File: config.mk
export PLATFORM = sky130hd
export DESIGN_NAME = rv32i_md_seq
export DESIGN_NICKNAME = d
export VERILOG_FILES = /design/src/rtl/rv32i_pkg.sv /design/src/rtl/rv32i_md_step.sv /design/src/rtl/rv32i_md_seq.sv
export SDC_FILE = /design/constraint.sdc
export NUM_CORES = 1
export LEC_CHECK = 0
export BUFFER_PORTS_ARGS = -buffer_cell sky130_fd_sc_hd__buf_2
export CAP_MARGIN = 40
export CORE_ASPECT_RATIO = 1.25
export CORE_MARGIN = 3
export CORE_UTILIZATION = 45
export DETAILED_ROUTE_END_ITERATION = 6
export GPL_ROUTABILITY_DRIVEN = 0
export PLACE_DENSITY_LB_ADDON = 0.05
export SLEW_MARGIN = 20
export SYNTH_ARGS = -nofsm -noshare
export SYNTH_HDL_FRONTEND = slang
export SYNTH_SLANG_ARGS = --single-unit
File: constraint.sdc
create_clock -name clk -period 4.6 [get_ports clk]
set_input_delay 0.46 -clock clk [delete_from_list [all_inputs] [get_ports clk]]
set_output_delay 0.46 -clock clk [all_outputs]
set_load 0.02 [all_outputs]
File: src/rtl/rv32i_pkg.sv
// Shared RV32 definitions for the M-extension sequencer: opcode fields, op and state
// enums, and the final sign-fix/result-select helper.
package rv32i_pkg;

  localparam logic [6:0] OPC_OP    = 7'b0110011;
  localparam logic [6:0] F7_MULDIV = 7'b0000001;
  localparam int unsigned MD_ITER  = 32;

  typedef enum logic [2:0] {
    OpMul    = 3'b000,
    OpMulh   = 3'b001,
    OpMulhsu = 3'b010,
    OpMulhu  = 3'b011,
    OpDiv    = 3'b100,
    OpDivu   = 3'b101,
    OpRem    = 3'b110,
    OpRemu   = 3'b111
  } md_op_t;

  typedef enum logic [1:0] {
    IDLE,
    BUSY,
    DONE
  } md_state_t;

  // acc holds the 64-bit magnitude product, or {remainder, quotient} for divides.
  function automatic logic [31:0] md_result(md_op_t op, logic [63:0] acc, logic neg_pq,
                                            logic neg_r);
    logic [63:0] prod;
    logic [31:0] quo;
    logic [31:0] rem;
    prod = neg_pq ? (~acc + 64'd1) : acc;
    quo  = neg_pq ? (~acc[31:0] + 32'd1) : acc[31:0];
    rem  = neg_r ? (~acc[63:32] + 32'd1) : acc[63:32];
    case (op)
      OpMul:                     return prod[31:0];
      OpMulh, OpMulhsu, OpMulhu: return prod[63:32];
      OpDiv, OpDivu:             return quo;
      default:                   return rem;
    endcase
  endfunction

endpackage

File: src/rtl/rv32i_md_step.sv
// One iteration of the multi-cycle datapath: radix-2 shift-add multiply or
// restoring shift-subtract divide on a 64-bit accumulator.
module rv32i_md_step (
  input  logic        div_mode,
  input  logic [63:0] acc,
  input  logic [31:0] opb,
  output logic [63:0] acc_next,
  output logic        q_bit
);

  logic [32:0] sum;
  logic [32:0] diff;

  always_comb begin
    sum      = {1'b0, acc[63:32]} + {1'b0, opb};
    diff     = acc[63:31] - {1'b0, opb};
    acc_next = '0;
    q_bit    = 1'b0;
    if (div_mode) begin
      // No borrow means the shifted partial remainder covers the divisor.
      q_bit    = ~diff[32];
      acc_next = {(q_bit ? diff[31:0] : acc[62:31]), acc[30:0], 1'b0};
    end else if (acc[0]) begin
      acc_next = {sum, acc[31:1]};
    end else begin
      acc_next = {1'b0, acc[63:1]};
    end
  end

endmodule

File: src/rtl/rv32i_md_seq.sv
// RV32M multiply/divide sequencer beside the execute ALU. Define RV32M_FAST_MUL_EN
// to compute multiplies in one cycle with a 33x33 signed multiplier.
module rv32i_md_seq
  import rv32i_pkg::*;
#(
  parameter int unsigned XLEN = 32,
  parameter int unsigned ITER = MD_ITER
) (
  input  logic            clk,
  input  logic            reset,
  input  logic            start,
  input  logic            kill,
  input  logic [2:0]      func3,
  input  logic [XLEN-1:0] rs1_data_in,
  input  logic [XLEN-1:0] rs2_data_in,
  input  logic [4:0]      wb_reg_in,
  output logic            stall,
  output logic            done,
  output logic [XLEN-1:0] md_out,
  output logic [4:0]      wb_reg_out,
  output logic            wb_en_out
);

  localparam int unsigned CntW = $clog2(ITER);

  md_state_t       state_q;
  md_op_t          op_q;
  logic [CntW-1:0] cnt_q;
  logic [63:0]     acc_q;
  logic [31:0]     opb_q;
  logic            neg_pq_q;
  logic            neg_r_q;
  logic [4:0]      wb_q;

  md_op_t      op_in;
  logic        is_div;
  logic        sign_a;
  logic        sign_b;
  logic [31:0] abs_a;
  logic [31:0] abs_b;
  logic        div_zero;
  logic        div_ovf;
  logic        imm_hit;
  logic [31:0] imm_res;

  logic [63:0] step_acc;
  logic        step_q;
  logic [63:0] acc_d;

`ifdef RV32M_FAST_MUL_EN
  logic signed [32:0] fast_a;
  logic signed [32:0] fast_b;
  logic signed [65:0] fast_p;
  assign fast_a = {((op_in == OpMulh || op_in == OpMulhsu) && rs1_data_in[31]), rs1_data_in};
  assign fast_b = {(op_in == OpMulh && rs2_data_in[31]), rs2_data_in};
  assign fast_p = fast_a * fast_b;
`endif

  always_comb begin
    op_in    = md_op_t'(func3);
    is_div   = func3[2];
    sign_a   = (op_in inside {OpMulh, OpMulhsu, OpDiv, OpRem}) && rs1_data_in[31];
    sign_b   = (op_in inside {OpMulh, OpDiv, OpRem}) && rs2_data_in[31];
    abs_a    = sign_a ? (~rs1_data_in + 32'd1) : rs1_data_in;
    abs_b    = sign_b ? (~rs2_data_in + 32'd1) : rs2_data_in;
    div_zero = is_div && (rs2_data_in == '0);
    div_ovf  = (op_in inside {OpDiv, OpRem}) && (rs1_data_in == 32'h8000_0000) &&
               (rs2_data_in == 32'hFFFF_FFFF);
    imm_hit  = div_zero || div_ovf;
    // func3[1] separates REM/REMU from DIV/DIVU.
    if (div_zero) imm_res = func3[1] ? rs1_data_in : 32'hFFFF_FFFF;
    else          imm_res = func3[1] ? 32'd0 : 32'h8000_0000;
`ifdef RV32M_FAST_MUL_EN
    if (!is_div) begin
      imm_hit = 1'b1;
      imm_res = (op_in == OpMul) ? fast_p[31:0] : fast_p[63:32];
    end
`endif
  end

  rv32i_md_step u_step (
    .div_mode (op_q[2]),
    .acc      (acc_q),
    .opb      (opb_q),
    .acc_next (step_acc),
    .q_bit    (step_q)
  );

  // The quotient bit shifts into the LSB vacated by the step.
  assign acc_d = {step_acc[63:1], step_acc[0] | step_q};

  assign stall = ((state_q == IDLE) && start && !kill) || (state_q == BUSY);

  always_ff @(posedge clk) begin
    if (reset) begin
      state_q    <= IDLE;
      op_q       <= OpMul;
      cnt_q      <= '0;
      acc_q      <= '0;
      opb_q      <= '0;
      neg_pq_q   <= 1'b0;
      neg_r_q    <= 1'b0;
      wb_q       <= '0;
      done       <= 1'b0;
      md_out     <= '0;
      wb_reg_out <= '0;
      wb_en_out  <= 1'b0;
    end else if (kill) begin
      state_q   <= IDLE;
      done      <= 1'b0;
      wb_en_out <= 1'b0;
    end else begin
      unique case (state_q)
        IDLE: begin
          done      <= 1'b0;
          wb_en_out <= 1'b0;
          if (start) begin
            op_q     <= op_in;
            wb_q     <= wb_reg_in;
            neg_pq_q <= sign_a ^ sign_b;
            neg_r_q  <= sign_a;
            acc_q    <= {32'd0, abs_a};
            opb_q    <= abs_b;
            cnt_q    <= CntW'(ITER - 1);
            if (imm_hit) begin
              state_q    <= DONE;
              done       <= 1'b1;
              md_out     <= imm_res;
              wb_reg_out <= wb_reg_in;
              wb_en_out  <= |wb_reg_in;
            end else begin
              state_q <= BUSY;
            end
          end
        end
        BUSY: begin
          acc_q <= acc_d;
          if (cnt_q == '0) begin
            state_q    <= DONE;
            done       <= 1'b1;
            md_out     <= md_result(op_q, acc_d, neg_pq_q, neg_r_q);
            wb_reg_out <= wb_q;
            wb_en_out  <= |wb_q;
          end else begin
            cnt_q <= cnt_q - 1'b1;
          end
        end
        DONE: begin
          state_q   <= IDLE;
          done      <= 1'b0;
          wb_en_out <= 1'b0;
        end
        default: state_q <= IDLE;
      endcase
    end
  end

endmodule

Word-level counts from Yosys, hierarchy flattened
Index checks and enable logic that the tools add are counted.
Storage, ports and cells
  word-level logic and storage cells: 114
  bits of input ports: 76
  register bits after elaboration: 152
  output and inout port bits: 40
Cells by class
  add/sub/neg operators: 8
  reduce and logical (&&, ||, !) cells: 30
  bitwise logic cells: 9
  mux-type cells: 38
  eq/ne operators: 17
Operators by type and width (number)
  $mux W32: 11
  $mux W64: 4
  $add A32 B1 Y32 const B: 4
  $not A32 Y32: 4
  $pmux W64 S2: 1
  $pmux W32 S3: 1
  $add A64 B1 Y64 const B: 1
  $eq A32 B32 Y1 const B: 2
  $not A64 Y64: 1
  $pmux W32 S2: 1
  $add A32 B32 Y33: 1
  $sub A33 B32 Y33: 1
  $logic_not A32 Y1: 1
  $mux W5: 5
  $pmux W5 S2: 2
  $eq A3 B3 Y1 const B: 4
  $reduce_or A5 Y1: 2
  $eq A3 B2 Y1 const B: 3
  $logic_and A1 B1 Y1: 7
  $mux W1: 7
  $eq A3 B1 Y1 const B: 2
  $mux W2: 3
  $ne A2 B2 Y1 const B: 3
  $pmux W1 S3: 2
  22 further kinds: 29

Depth between registers and ports, before layout
Gate-level depths: netlist of the first run.
  depth after elaboration: 10
  mapped depth: 25
  depth with buffers taken out: 22

Hierarchy
Synthesis of the first run repeated with hierarchy kept, for this count alone.
Second synthesis, totals
  cell total of the unflattened synthesis: 2126
  area, all modules: 15255.9 um^2
By module, submodules not included
  rv32i_md_seq: cells an instance 1468, sequential area each 3042.9 um^2, area each 10530.1 um^2, instances 1
  rv32i_md_step: cells an instance 658, sequential area each 0.0 um^2, area each 4725.8 um^2, instances 1

Least setup slack after synthesis of the first run
No wires, ideal clock.
  kind: flip-flop to flip-flop
  start: register acc_q[31]
  end: register md_out[20]
  setup time: 88 ps
  setup slack: -104 ps
  cell stages (with the launch flop): 26
  arrival time: 4616 ps
  path through: dfxtp_1 -> inv_1 -> ha_1 -> inv_1 -> fa_1 -> a211oi_2 -> nor3b_2 -> o21ai_2 -> a21o_1 -> a31oi_2 -> nor2_1 -> buf_2 -> buf_1 -> mux2i_1 -> mux2i_1 -> inv_1 -> ha_1 -> nand3_1 -> inv_1 -> and3_1 -> clkbuf_1 -> nand4_2 -> or3_1 -> nand3_1 -> o211ai_1 -> a311oi_2
Between the ends
  longest elaborated chain between the ends: 10
  elaborated cells between the ends (all ways): 19
Ends and longest elaborated chain
  start: declaration: line rv32i_md_seq.sv:29  | logic [63:0] acc_q;
  start signal: assignment: line rv32i_md_seq.sv:122  | acc_q <= {32'd0, abs_a};
  $sub A33 B32 Y33: line rv32i_md_step.sv:16  | diff = acc[63:31] - {1'b0, opb};
  $not A1 Y1: line rv32i_md_step.sv:21  | q_bit = ~diff[32];
  $mux W1: line rv32i_md_step.sv:19  | if (div_mode) begin
  $or A1 B1 Y1: line rv32i_md_seq.sv:90  | assign acc_d = {step_acc[63:1], step_acc[0] | step_q};
  $not A64 Y64 or $not A32 Y32 (tied branches): line rv32i_pkg.sv:32, rv32i_pkg.sv:33
  $add A64 B1 Y64 or $add A32 B1 Y32 (tied branches): line rv32i_pkg.sv:32, rv32i_pkg.sv:33
  $mux W64 or $mux W32 (tied branches): line rv32i_pkg.sv:32, rv32i_pkg.sv:33
  $pmux W32 S3 (*): line rv32i_pkg.sv:35  | case (op)
  $mux W32 (*): line rv32i_md_seq.sv:138  | if (cnt_q == '0) begin
  $pmux W32 S2 (*): line rv32i_md_seq.sv:113  | unique case (state_q)
  end signal: assignment: line rv32i_md_seq.sv:128  | md_out <= imm_res;
  end signal: assignment: line rv32i_md_seq.sv:141  | md_out <= md_result(op_q, acc_d, neg_pq_q, neg_r_q);
  end: declaration: line rv32i_md_seq.sv:19  | output logic [XLEN-1:0] md_out,
Every way passes the cells marked *; elsewhere a longest branch is shown, timed or not. The select of a mux whose other input is x is not followed.
A chain may end at the register's enable or synchronous reset.

Worst setup path after layout of the first run
  start: register acc_q[31]
  end: register md_out[23]
Same word-level chain as after synthesis.

==> results of run 1 <==
## path summary, 6_finish.rpt
path	slack, ns	startpoint	depth (start not counted)	end
hold / removal	0.25	wb_reg_in[4]	3	wb_q[4]
setup reg to reg	0.02	acc_q[31]	20	md_out[23]
setup / recovery	0.02	acc_q[31]	20	md_out[23]
hold reg to reg	0.48	wb_q[1]	2	wb_q[1]
## cells by family (layout without fill, tap and decap cells)
kind of cell | count (synthesis) | after routing | share of synthesized area, %
buffers and inverters | 239 | 445 | 5.85
adders and majority gates | 76 | 76 | 5.96
DFF | 152 | 152 | 18.8
and+or+nand+nor | 852 | 852 | 25.1
muxes | 53 | 53 | 3.33
xor gates and xnor gates | 169 | 169 | 9.14
AOI/OAI and AO/OA | 762 | 762 | 31.8
## metal layers
metal / vias to the layer above / wire [um] / global-route usage [%] / part of all wire (%)
li1: 8952 / - / - / -
met1: 9135 / 28000 / 43.9 / 38
met2: 985 / 33100 / 60.6 / 45
met3: 286 / 5280 / 6.15 / 7.2
met4: 0 / 6760 / 26.9 / 9.2
met5: - / 0 / 0 / 0
## layout make-up
type	count	area, um^2
Fill cell	3588	16100
Multi-Input combinational cell	1912	12600
Sequential cell	152	3060
Timing Repair Buffer	335	2280
Tap cell	474	593
Clock buffer	19	443
Inverter	78	293
Clock inverter	13	158
## registers in the layout, indices dropped and copies added, names as in the netlist
signal,cells
acc_q,64
cnt_q,5
done,1
md_out,32
neg_pq_q,1
neg_r_q,1
op_q,3
opb_q,32
state_q,2
wb_en_out,1
wb_q,5
wb_reg_out,5
## metrics by stage
step	power, uW	worst slack [ns]
final	4710	0.0160
after global routing	4890	-0.156
after CTS	4600	0.0127
after detailed placement	3070	-0.00285
after global placement	3070	0.0234
after floorplan	2440	0.0246
## timing repair
item | in CTS | in global routing
buffers inserted | 1 | 15
pin swaps | 1 | 37
endpoints found under the setup margin | 6 | 31
gates cloned | 0 | 0
gates resized for setup | 1 | 86
## worst max-delay path, stage by stage (launching register included)
cell	delay, ns
dfxtp_2	0.33
inv_2	0.07
ha_4	0.13
inv_2	0.04
fa_2	0.43
a211oi_4	0.32
nor3b_4	0.09
o21ai_4	0.24
a21o_1	0.22
a31oi_4	0.12
buf_4	0.21
buf_4	0.16
nor4_1	0.29
o31ai_1	0.15
a211oi_1	0.25
buf_4	0.19
nand4_1	0.21
o31ai_2	0.29
xnor2_1	0.22
a221oi_2	0.12
a2111oi_0	0.38
## synth_stat cells, drive strengths merged (39+ instances only)
cell type / n
o21ai: 176
a31oi: 40
clkbuf: 122
xor2: 65
inv: 77
nor2: 261
nand2: 226
nor3: 80
nand4: 45
buf: 39
mux2i: 46
nand3: 61
ha: 74
xnor2: 104
a211oi: 59
dfxtp: 152
a21oi: 162
## power groups by stage
stage               Combinational [uW]  Sequential (uW)  Clock (uW)
finish                            1750             1440        1530
global placement                  1600             1470           0
floorplan                         1000             1440           0
CTS                               1620             1440        1540
global route                      1860             1440        1590
detailed placement                1610             1470           0
==> summary.md, run 1 <==
| Metric | Value |
|---|---|
| Internal power | `2850 uW` |
| PortBufs | `approximately 120` |
| Drt total wl | `around 73 mm` |
| RSZ-0062 raised after global routing | `true` |
| Final Cycle Share | `99.7%` |
| P per Cell Area | `approximately 240 nW/um^2` |
| Initial antenna violation count | `0` |
| Root Buffer | `clkbuf_16` |
| Slew HR | `38.0%` |
| Vias per inst | `6.49` |
| Yosys top cell by area | `dfxtp_1` |
| Clk slew on worst S/H paths | `0.07 ns` |
| Min-delay worst type | `primary input to flip-flop` |
| Largest net degree at the start of global routing | `69` |
| Routed vias | `around 19000` |
| Sw frac | `39.5%` |
| Post-synth top area share | `18.8%` |
| # IOs | `116` |
| Vias in the first global route | `18200` |
| Asr flop ratio synth | `0%` |
| Core box area | `35500 um^2` |
| Outcome | `finished clean` |
| Max cap viols | `0` |
| Sequential-to-total area share from yosys stat | `roughly a fifth` |
| Psw | `1860 uW` |
| CTS tree | `yes` |
| Clk_skew | `~0.016 ns` |
| # diodes | `0` |
| H-tree lvl count | `4` |
| DRT iter0 DRCs | `approximately 1700` |
| Total die area | `about 38000 um^2` |
| Critical Path AT | `4.94 ns` |
| DP HPWL | `approximately 57 mm` |
| Share of layout cells above drive strength 1 | `19.2%` |
| Synth Instances | `between 2000 and 2500` |
| Top FF cell, synth | `dfxtp_1` |
| Placed Area | `18300 um^2` |
| Unique masters post-synth | `94` |
| Clk pwr share | `32.4%` |
| Gr ovfl total | `0` |
| Setup TNS | `0 ns` |
| Min cycle time layout | `4.58 ns` |
| Skew-Pair Late Insertion Delay | `0.48 ns` |
| Yosys warnings | `0` |
| CTS Hold Bufs | `0` |
| Final core utilization | `54.7%` |
| Final hold violations | `0` |
| CP endpoint kind | `flip-flop` |
| Final Cell Area | `19400 um^2` |
| Pre-antenna DRT Iters | `6` |
| CP max FO | `13` |
| Synthesized Nets | `around 2500` |
| Die W | `176 um` |
| Comb pwr share | `37.1%` |
| Synth Cell Area | `16200 um^2` |
| Inst Count DP | `2934` |
| Pleak | `0.00746 uW` |
| Most common cell after layout, fill and taps aside | `nor2_1` |
| GRT Overall Usage | `37.1%` |
| Share of power burned in registers | `30.6%` |
| Required @ worst endpoint | `a little under 5 ns` |
| Maximum clock frequency | `0.218 GHz` |
| # DRC | `0` |
| Post-synth EDFFs | `0` |
| Slew Viols, Final | `0` |
| Avg Cell Area, Syn | `between 7 and 8 um^2` |
| Nets | `2648` |
| First-pass GRT wire length | `~110 mm` |
| Min Hold Slack | `0.247 ns` |
| Die height | `218 um` |
| Cells taking the most area after synthesis | `dfxtp_1 19%, nor2_1 6.0%, ha_1 5.7%` |
| Setup-failing EPs final | `0` |
| WL per Instance | `24.5 um` |
| Clock buffer depth | `2` |
| Row cnt | `77` |
| Clock sinks | `152` |
| Critical path launch point type | `flip-flop` |
| Initial Utilization | `45.7%` |
| Post-Layout Cell Count | `2983` |
| Synth Register Bits | `approximately 150` |
| Total CTS buffers | `17` |
| Detail Route Antenna Nets | `0` |
| P&R area growth vs syn | `19.7%` |
| Commonest non-fill, non-tap cells in the layout | `257 x nor2_1, 226 x nand2_1, 214 x buf_4` |
| CP Class | `flip-flop to flip-flop` |
| Maximum vdd drop | `~270 uV` |
| Slew @ Worst Pin | `0.924 ns` |
No activity file was read; power rests on OpenSTA's default activity.
==> inputs of run 2 (changes only) <==
Settings changed: SYNTH_HIERARCHICAL from default to 1.
==> run 2 against run 1 <==
The run now ends with setup timing left. Clock skew up 0.0012 ns. Cell count decreased by 1.2%. Via count shrank 5.1%. Synthesized area fell by 5.8%. Combinational power rose by 25%. Largest power group unchanged. Wire length fell by 11%. Design area grew 6.6%. Sequential cell count unchanged. Power rose by 10%. Count of clock-buffer cells in the layout down 2. Synthesized cell count is 7.7% lower. Highest routed layer unchanged.
==> summary.md, run 2 <==
| Metric | Value |
|---|---|
| Outcome | `finished with violations` |
| Failing checks | `setup timing` |
| HP Start | `wb_reg_in[3]` |
| Pleak | `0.00849 uW (+14%)` |
| Setup-failing EPs final | `31 (+31)` |
| CP Class | `flip-flop to flip-flop` |
| # DRC | `0 (unchanged)` |
| Final setup margin | `-0.747 ns (-0.763 ns)` |
| WL per Instance | `22.1 um (-10%)` |
| Final hold violations | `0 (unchanged)` |
| R2r setup slk | `-0.75 ns (-0.76 ns)` |
| PortBufs | `115 (unchanged)` |
| Post-synth EDFFs | `0 (unchanged)` |
| Setup TNS | `-15.16 ns (-15.16 ns)` |
| # diodes | `0 (unchanged)` |
| Largest net degree at the start of global routing | `66 (-4.3%)` |
| Pre-antenna DRT Iters | `5 (-1)` |
| Clock buffer depth | `2 (unchanged)` |
| Biggest register | `acc_q` |
| Psw | `2020 uW (+8.6%)` |
| Top cells by count, synth | `241 x nand2_1, 215 x a21oi_1, 170 x nor2_1` |
| Gr ovfl total | `0 (unchanged)` |
| Drt total wl | `65.0 mm (-11%)` |
| Maximum vdd drop | `243 uV (-8.9%)` |
| Routed vias | `18400 (-5.1%)` |
| Sw frac | `38.9% (-0.61 points)` |
| P per Cell Area | `251 nW/um^2 (+3.4%)` |
| Inst Count DP | `2858 (-2.6%)` |
| Most frequent cell after synthesis | `nand2_1` |
| Most common cell after layout, fill and taps aside | `buf_4` |
| Min Hold Slack | `0.242 ns (-0.00545 ns)` |
| Total die area | `36200 um^2 (-5.7%)` |
| Cells taking the most area after synthesis | `dfxtp_1 20%, a21oi_1 7.1%, ha_1 6.0%` |
| Asr flop ratio synth | `0% (unchanged)` |
| Share of power burned in registers | `27.6% (-3.0 points)` |
| Required @ worst endpoint | `4.92 ns (-0.04 ns)` |
| Yosys warnings | `6 (+6)` |
| Share of layout cells above drive strength 1 | `31.1% (+12 points)` |
| CP endpoint kind | `flip-flop` |
| Synth Cell Area | `15300 um^2 (-5.8%)` |
| Clk pwr share | `30.5% (-1.9 points)` |
| Clock sinks | `152 (unchanged)` |
| Avg Cell Area, Syn | `7.18 um^2 (+2.0%)` |
| Row cnt | `74 (-3.9%)` |
| Die height | `212 um (-2.9%)` |
| Post-Layout Cell Count | `2947 (-1.2%)` |
| Min cycle time layout | `5.35 ns (+0.763 ns)` |
| Worst R2R Path Depth | `25 (+25%)` |
| Vias in the first global route | `17800 (-2.4%)` |
| Root Buffer | `clkbuf_16` |
| Slew @ Worst Pin | `0.837 ns (-0.0874 ns)` |
| H-tree lvl count | `4 (unchanged)` |
| Internal power | `3180 uW (+11%)` |
| Sequential-to-total area share from yosys stat | `19.9% (+1.2 points)` |
| Top FF cell, synth | `dfxtp_1` |
| Maximum clock frequency | `0.187 GHz (-14%)` |
| Final Cycle Share | `116% (+17 points)` |
| DRT iter0 DRCs | `1599 (-7.6%)` |
| First-pass GRT wire length | `99.7 mm (-9.3%)` |
| Slew Viols, Final | `0 (unchanged)` |
| Max cap viols | `0 (unchanged)` |
| Clk slew on worst S/H paths | `0.08 ns (about the same)` |
| P&R area growth vs syn | `35.5%` |
| Detail Route Antenna Nets | `0 (unchanged)` |
| Yosys top cell by area | `dfxtp_1` |
| Skew-Pair Late Insertion Delay | `0.47 ns (about the same)` |
| Reg-to-reg critical path startpoint | `acc_q[31]` |
| DP HPWL | `48.5 mm (-14%)` |
| Hold Path Sink | `wb_q[3]` |
| Commonest non-fill, non-tap cells in the layout | `368 x buf_4, 235 x nand2_1, 195 x a21oi_1` |
| Synth Instances | `2126 (-7.7%)` |
| Top Registers | `acc_q x64, md_out x32, opb_q x32` |
| Critical Path AT | `5.67 ns (+0.73 ns)` |
| Initial Utilization | `46.2% (+0.46 points)` |
| Critical path launch point type | `flip-flop` |
| RSZ-0062 raised after global routing | `true` |
| # IOs | `116 (unchanged)` |
| Core box area | `33100 um^2 (-6.8%)` |
| Vias per inst | `6.24 (-3.9%)` |
| Critical R2R Capture | `md_out[14]` |
| Post-synth top area share | `19.9% (+1.2 points)` |
| CP max FO | `8 (-5)` |
| Max FFs per register | `64 (unchanged)` |
| Min-delay worst type | `primary input to flip-flop` |
| GRT Overall Usage | `35.1% (-2.0 points)` |
| Hold depth | `3 (unchanged)` |
| Total CTS buffers | `17 (unchanged)` |
| # fillers | `3083 (-14%)` |
| Synthesized Nets | `2277 (-7.3%)` |
| CTS tree | `yes` |
| Unique masters post-synth | `95 (+1.1%)` |
| Comb pwr share | `42.0% (+4.9 points)` |
| Die W | `171 um (-2.9%)` |
| Slew HR | `44.2% (+6.2 points)` |
| Synth Register Bits | `152 (unchanged)` |
| Clk_skew | `0.0171 ns (+0.00118 ns)` |
| Nets | `2667 (+0.72%)` |
| Initial antenna violation count | `0 (unchanged)` |
-- run 2: cell count changes after synthesis, sizes merged, moves of 29 or more --
cell    change
a221oi     -29
a21oi      +54
nor2       -91
mux2       +29
xnor2      -32
nor3       -29
-- run 2: logic make-up after synthesis --
family,count (synthesis),synth area share [%]
AOI/OAI and AO/OA,699,30.0
buffers and inverters,213,5.50
adders and majority gates,75,6.25
and+or+nand+nor,760,24.2
muxes,84,5.81
xor gates and xnor gates,143,8.33
DFF,152,19.9
-- run 2: area by class of cell --
type,instances,area [um^2],share of cell area (%)
clock buffer,17,425,2.06
sequential,152,3050,14.8
tap,418,523,2.53
multi-input combinational,1761,12400,59.8
timing repair buffer,524,3860,18.7
clock inverter,15,228,1.10
inverter,60,228,1.10
-- run 2: critical path, stage by stage, from the launching register on --
cell       delay (ns)
dfxtp_2          0.34
inv_2            0.05
ha_4             0.16
fa_2             0.34
nand2b_4         0.15
a21o_1           0.18
a21oi_2          0.18
a21o_2           0.18
a31oi_4          0.08
o21a_1           0.23
o31ai_4          0.27
xor2_4           0.23
buf_12           0.15
buf_12           0.13
mux2i_1          0.21
a21oi_2          0.08
or4_4            0.60
buf_12           0.16
or4_4            0.49
nor2_2           0.16
nor3_1           0.06
a21oi_1          0.13
o21ai_1          0.09
a2111oi_2        0.27
buf_4            0.20
o41ai_2          0.05
-- run 2: worst max-delay path by stage --
stage / startpoint / end / slack (ns) / depth (start not counted)
2_1_floorplan: acc_q[31] / md_out[18] / -0.64 / 25
3_3_place_gp: acc_q[31] / md_out[14] / -0.79 / 24
3_5_place_dp: acc_q[31] / md_out[14] / -0.86 / 24
4_1_cts: acc_q[31] / md_out[14] / -0.67 / 24
5_1_grt: acc_q[31] / md_out[16] / -0.91 / 26
6_report: acc_q[31] / md_out[14] / -0.75 / 25
-- run 2: metal layers --
layer	global-route usage, %	routed length [um]	up-vias
li1	-	-	8627
met1	42.6	25300	8669
met2	57.2	29700	830
met3	4.87	4420	251
met4	24.4	5550	0
met5	0	0	-
-- run 2: per-stage QoR --
| stage | util, % | worst slack, ns | instance area, um^2 | power, uW |
|---|---|---|---|---|
| floorplan | - | -0.640 | 15500 | 2500 |
| global placement | 56.4 | -0.789 | 18600 | 3250 |
| detailed placement | 56.5 | -0.860 | 18700 | 3260 |
| CTS | 60.8 | -0.675 | 20100 | 5010 |
| global route | 62.6 | -0.912 | 20700 | 5410 |
| finish | 62.6 | -0.747 | 20700 | 5190 |
-- run 2: power groups by stage --
stage | Clock, uW | Combinational [uW] | Sequential (uW)
global placement | 0 | 1790 | 1460
detailed placement | 0 | 1800 | 1460
global route | 1650 | 2320 | 1440
CTS | 1610 | 1980 | 1430
floorplan | 0 | 1050 | 1440
finish | 1580 | 2180 | 1430
-- run 2: what timing repair did --
action / CTS / global route
gates cloned: 1 / 0
pin swaps: 81 / 57
setup endpoints to repair: 31 / 32
gates resized for setup: 115 / 87
hold buffers: 0 / 0
setup buffers: 33 / 27
==> inputs of run 3 (changes only) <==
Settings changed: PLACE_DENSITY from default to 0.72, PLACE_DENSITY_LB_ADDON 0.05 to default.
==> run 3 against run 2 <==
The flow finishes with violations (DRC, setup timing). Utilization fell by 0.26 points. Non-clock buffer count decreased by 29. Via count rose by 6.7%. Wire length grew 5.0%. Sequential power about the same. Largest power group unchanged.
==> summary.md, run 3 (same netlist as run 2, synthesis figures left out) <==
| Metric | Value |
|---|---|
| RSZ-0062 raised after global routing | `true` |
| CP bufs+invs | `4 (-1)` |
| Min-delay worst type | `primary input to flip-flop` |
| Setup-failing EPs final | `32 (+3.2%)` |
| GRT Overall Usage | `34.1% (-1.0 points)` |
| H-tree lvl count | `4 (unchanged)` |
| Core box area | `33100 um^2 (unchanged)` |
| Pre-CTS setup slack | `-0.998 ns (-0.138 ns)` |
| Seq. cell area | `3050 um^2 (about the same)` |
| Reg-to-reg critical path startpoint | `acc_q[31]` |
| Top Registers | `acc_q x64, md_out x32, opb_q x32` |
| Row cnt | `74 (unchanged)` |
| Area of the multi-input gates | `12500 um^2 (+1.0%)` |
| Critical path launch point type | `flip-flop` |
| First-pass GRT wire length | `98.3 mm (-1.4%)` |
| Cell with the largest stage delay on the worst path | `or4_4` |
| Worst R2R Path Depth | `24 (-4.0%)` |
| # DRC | `68 (+68)` |
| Die W | `171 um (unchanged)` |
| # diodes | `0 (unchanged)` |
| Max cap viols | `0 (unchanged)` |
| Slew Viols, Final | `0 (unchanged)` |
| Vias per inst | `6.72 (+7.8%)` |
| Biggest register | `acc_q` |
| Detail Route Antenna Nets | `0 (unchanged)` |
| Min Hold Slack | `0.264 ns (+0.0220 ns)` |
| Gr ovfl total | `0 (unchanged)` |
| Final hold violations | `0 (unchanged)` |
| Final Cycle Share | `120% (+4.0 points)` |
| Critical R2R Capture | `md_out[25]` |
| CP endpoint kind | `flip-flop` |
| P per Cell Area | `250 nW/um^2 (-0.30%)` |
| Min cycle time layout | `5.53 ns (+0.183 ns)` |
| Setup TNS | `-19.51 ns (-4.35 ns)` |
| Critical Path AT | `5.84 ns (+0.17 ns)` |
| Nets | `2638 (-1.1%)` |
| R2r setup slk | `-0.93 ns (-0.18 ns)` |
| Maximum clock frequency | `0.181 GHz (-3.3%)` |
| CP Class | `flip-flop to flip-flop` |
| Cell chain of the critical path | `inv_2, ha_4, fa_2, nand2b_4, a21o_1, a21oi_2, a21o_2, a31oi_4, o21a_1, o31ai_4, xor2_4, buf_12, buf_12, buf_8, mux2i_1, a21oi_2, or4_4, nor4_4, nand3_2, or3_4, mux2i_1, a211oi_1, o211a_1, o41ai_2` |
| Failing checks | `DRC, setup timing` |
| Outcome | `finished with violations` |
| Clock buffer depth | `2 (unchanged)` |
| Initial antenna violation count | `1 (+1)` |
| P&R area growth vs syn | `35.0%` |
| Clk_skew | `0.0194 ns (+0.00225 ns)` |
| Max FFs per register | `64 (unchanged)` |
| Commonest non-fill, non-tap cells in the layout | `339 x buf_4, 236 x nand2_1, 189 x a21oi_1` |
| Total die area | `36200 um^2 (unchanged)` |
| Vias in the first global route | `18200 (+2.3%)` |
| CP max FO | `5 (-3)` |
| Skew-Pair Late Insertion Delay | `0.46 ns (about the same)` |
| Slew HR | `31.4% (-13 points)` |
| Clock sinks | `152 (unchanged)` |
| Largest net degree at the start of global routing | `73 (+11%)` |
| CP top delay family | `compound AO/OA/AOI/OAI gates` |
| Initial Utilization | `46.2% (unchanged)` |
| DP HPWL | `45.7 mm (-5.7%)` |
| Crit path capture | `md_out[25]` |
| # IOs | `116 (unchanged)` |
| PortBufs | `115 (unchanged)` |
| Most common cell after layout, fill and taps aside | `buf_4` |
| # fillers | `2666 (-14%)` |
| Slew @ Worst Pin | `1.02 ns (+0.182 ns)` |
| Pre-antenna DRT Iters | `7 (+2)` |
| Required @ worst endpoint | `4.91 ns (about the same)` |
| Root Buffer | `clkbuf_16` |
| HP Start | `wb_reg_in[0]` |
| DRT iter0 DRCs | `2879 (+80%)` |
| WL per Instance | `23.4 um (+6.0%)` |
| CTS tree | `yes` |
| Final setup margin | `-0.931 ns (-0.183 ns)` |
| Routed vias | `19600 (+6.7%)` |
| Die height | `212 um (unchanged)` |
| Crit path largest cell delay | `0.52 ns (-0.08 ns)` |
| Clk slew on worst S/H paths | `0.08 ns (about the same)` |
| Total CTS buffers | `17 (unchanged)` |
| Maximum vdd drop | `266 uV (+9.6%)` |
| Pleak | `0.00835 uW (-1.7%)` |
| Drt total wl | `68.2 mm (+5.0%)` |
| Crit path depth | `24 (-4.0%)` |
| Share of layout cells above drive strength 1 | `30.9% (-0.20 points)` |
| Critical Path Start | `acc_q[31]` |
==> run 3: cell count changes in the layout (fill, tap and decap cells not counted), sizes merged <==
cell,delta
buf,-30
clkbuf,+1
bufinv,-2
clkinvlp,+1
clkinv,-2
inv,+3
==> run 3: worst min path at each step <==
| stage | end | slack, ns | cells past startpoint |
|---|---|---|---|
| floorplan | acc_q[0] | 0.43 | 2 |
| global placement | md_out[23] | 0.44 | 2 |
| detailed placement | md_out[23] | 0.45 | 2 |
| CTS | wb_q[2] | 0.25 | 3 |
| global route | wb_q[4] | 0.27 | 3 |
| finish | wb_q[0] | 0.26 | 3 |
==> run 3: where the power goes <==
part / switching, uW / total, uW / internal [uW]
Sequential: 59.8 / 1430 / 1370
Clock: 749 / 1480 / 736
Combinational: 1300 / 2240 / 936
==> run 3: what timing repair did <==
action                     in CTS  in global routing
hold buffers                    0                  0
setup endpoints to repair      31                 32
buffers inserted               31                 30
gates cloned                    2                  0
pin swaps                      69                 64
resized for setup             113                122
==> run 3: tightest hold or removal path: cells and delay by family <==
family / cells / cell delay (ns)
simple gates: 1 / 0.05
buf+inv: 1 / 0.11
compound gates: 1 / 0.05
==> run 3: layout make-up <==
| cell class | instances | area share (%) |
|---|---|---|
| tap | 418 | 2.54 |
| timing repair buffer | 495 | 17.9 |
| inverter | 60 | 1.11 |
| clock buffer | 17 | 2.07 |
| clock inverter | 15 | 0.845 |
| sequential | 152 | 14.8 |
| multi-input combinational | 1761 | 60.7 |
==> run 3: stage by stage <==
| step | power (uW) | instance area [um^2] | util [%] | instances |
|---|---|---|---|---|
| 5_1_grt | 5310 | 20600 | 62.3 | 2918 |
| 6_report | 5160 | 20600 | 62.3 | 2918 |
| 3_5_place_dp | 3210 | 18500 | 55.9 | 2825 |
| 4_1_cts | 4840 | 19800 | 59.9 | 2890 |
| 2_1_floorplan | 2500 | 15500 | - | 2126 |
| 3_3_place_gp | 3170 | 18400 | 55.7 | 2823 |
==> run 3: layer usage <==
| layer | up-vias | share of wire, % | global-route usage [%] |
|---|---|---|---|
| li1 | 8570 | - | - |
| met1 | 8974 | 34 | 40.2 |
| met2 | 1549 | 44 | 54.5 |
| met3 | 513 | 12 | 6.99 |
| met4 | 2 | 10 | 25.2 |
| met5 | - | 0.019 | 0 |
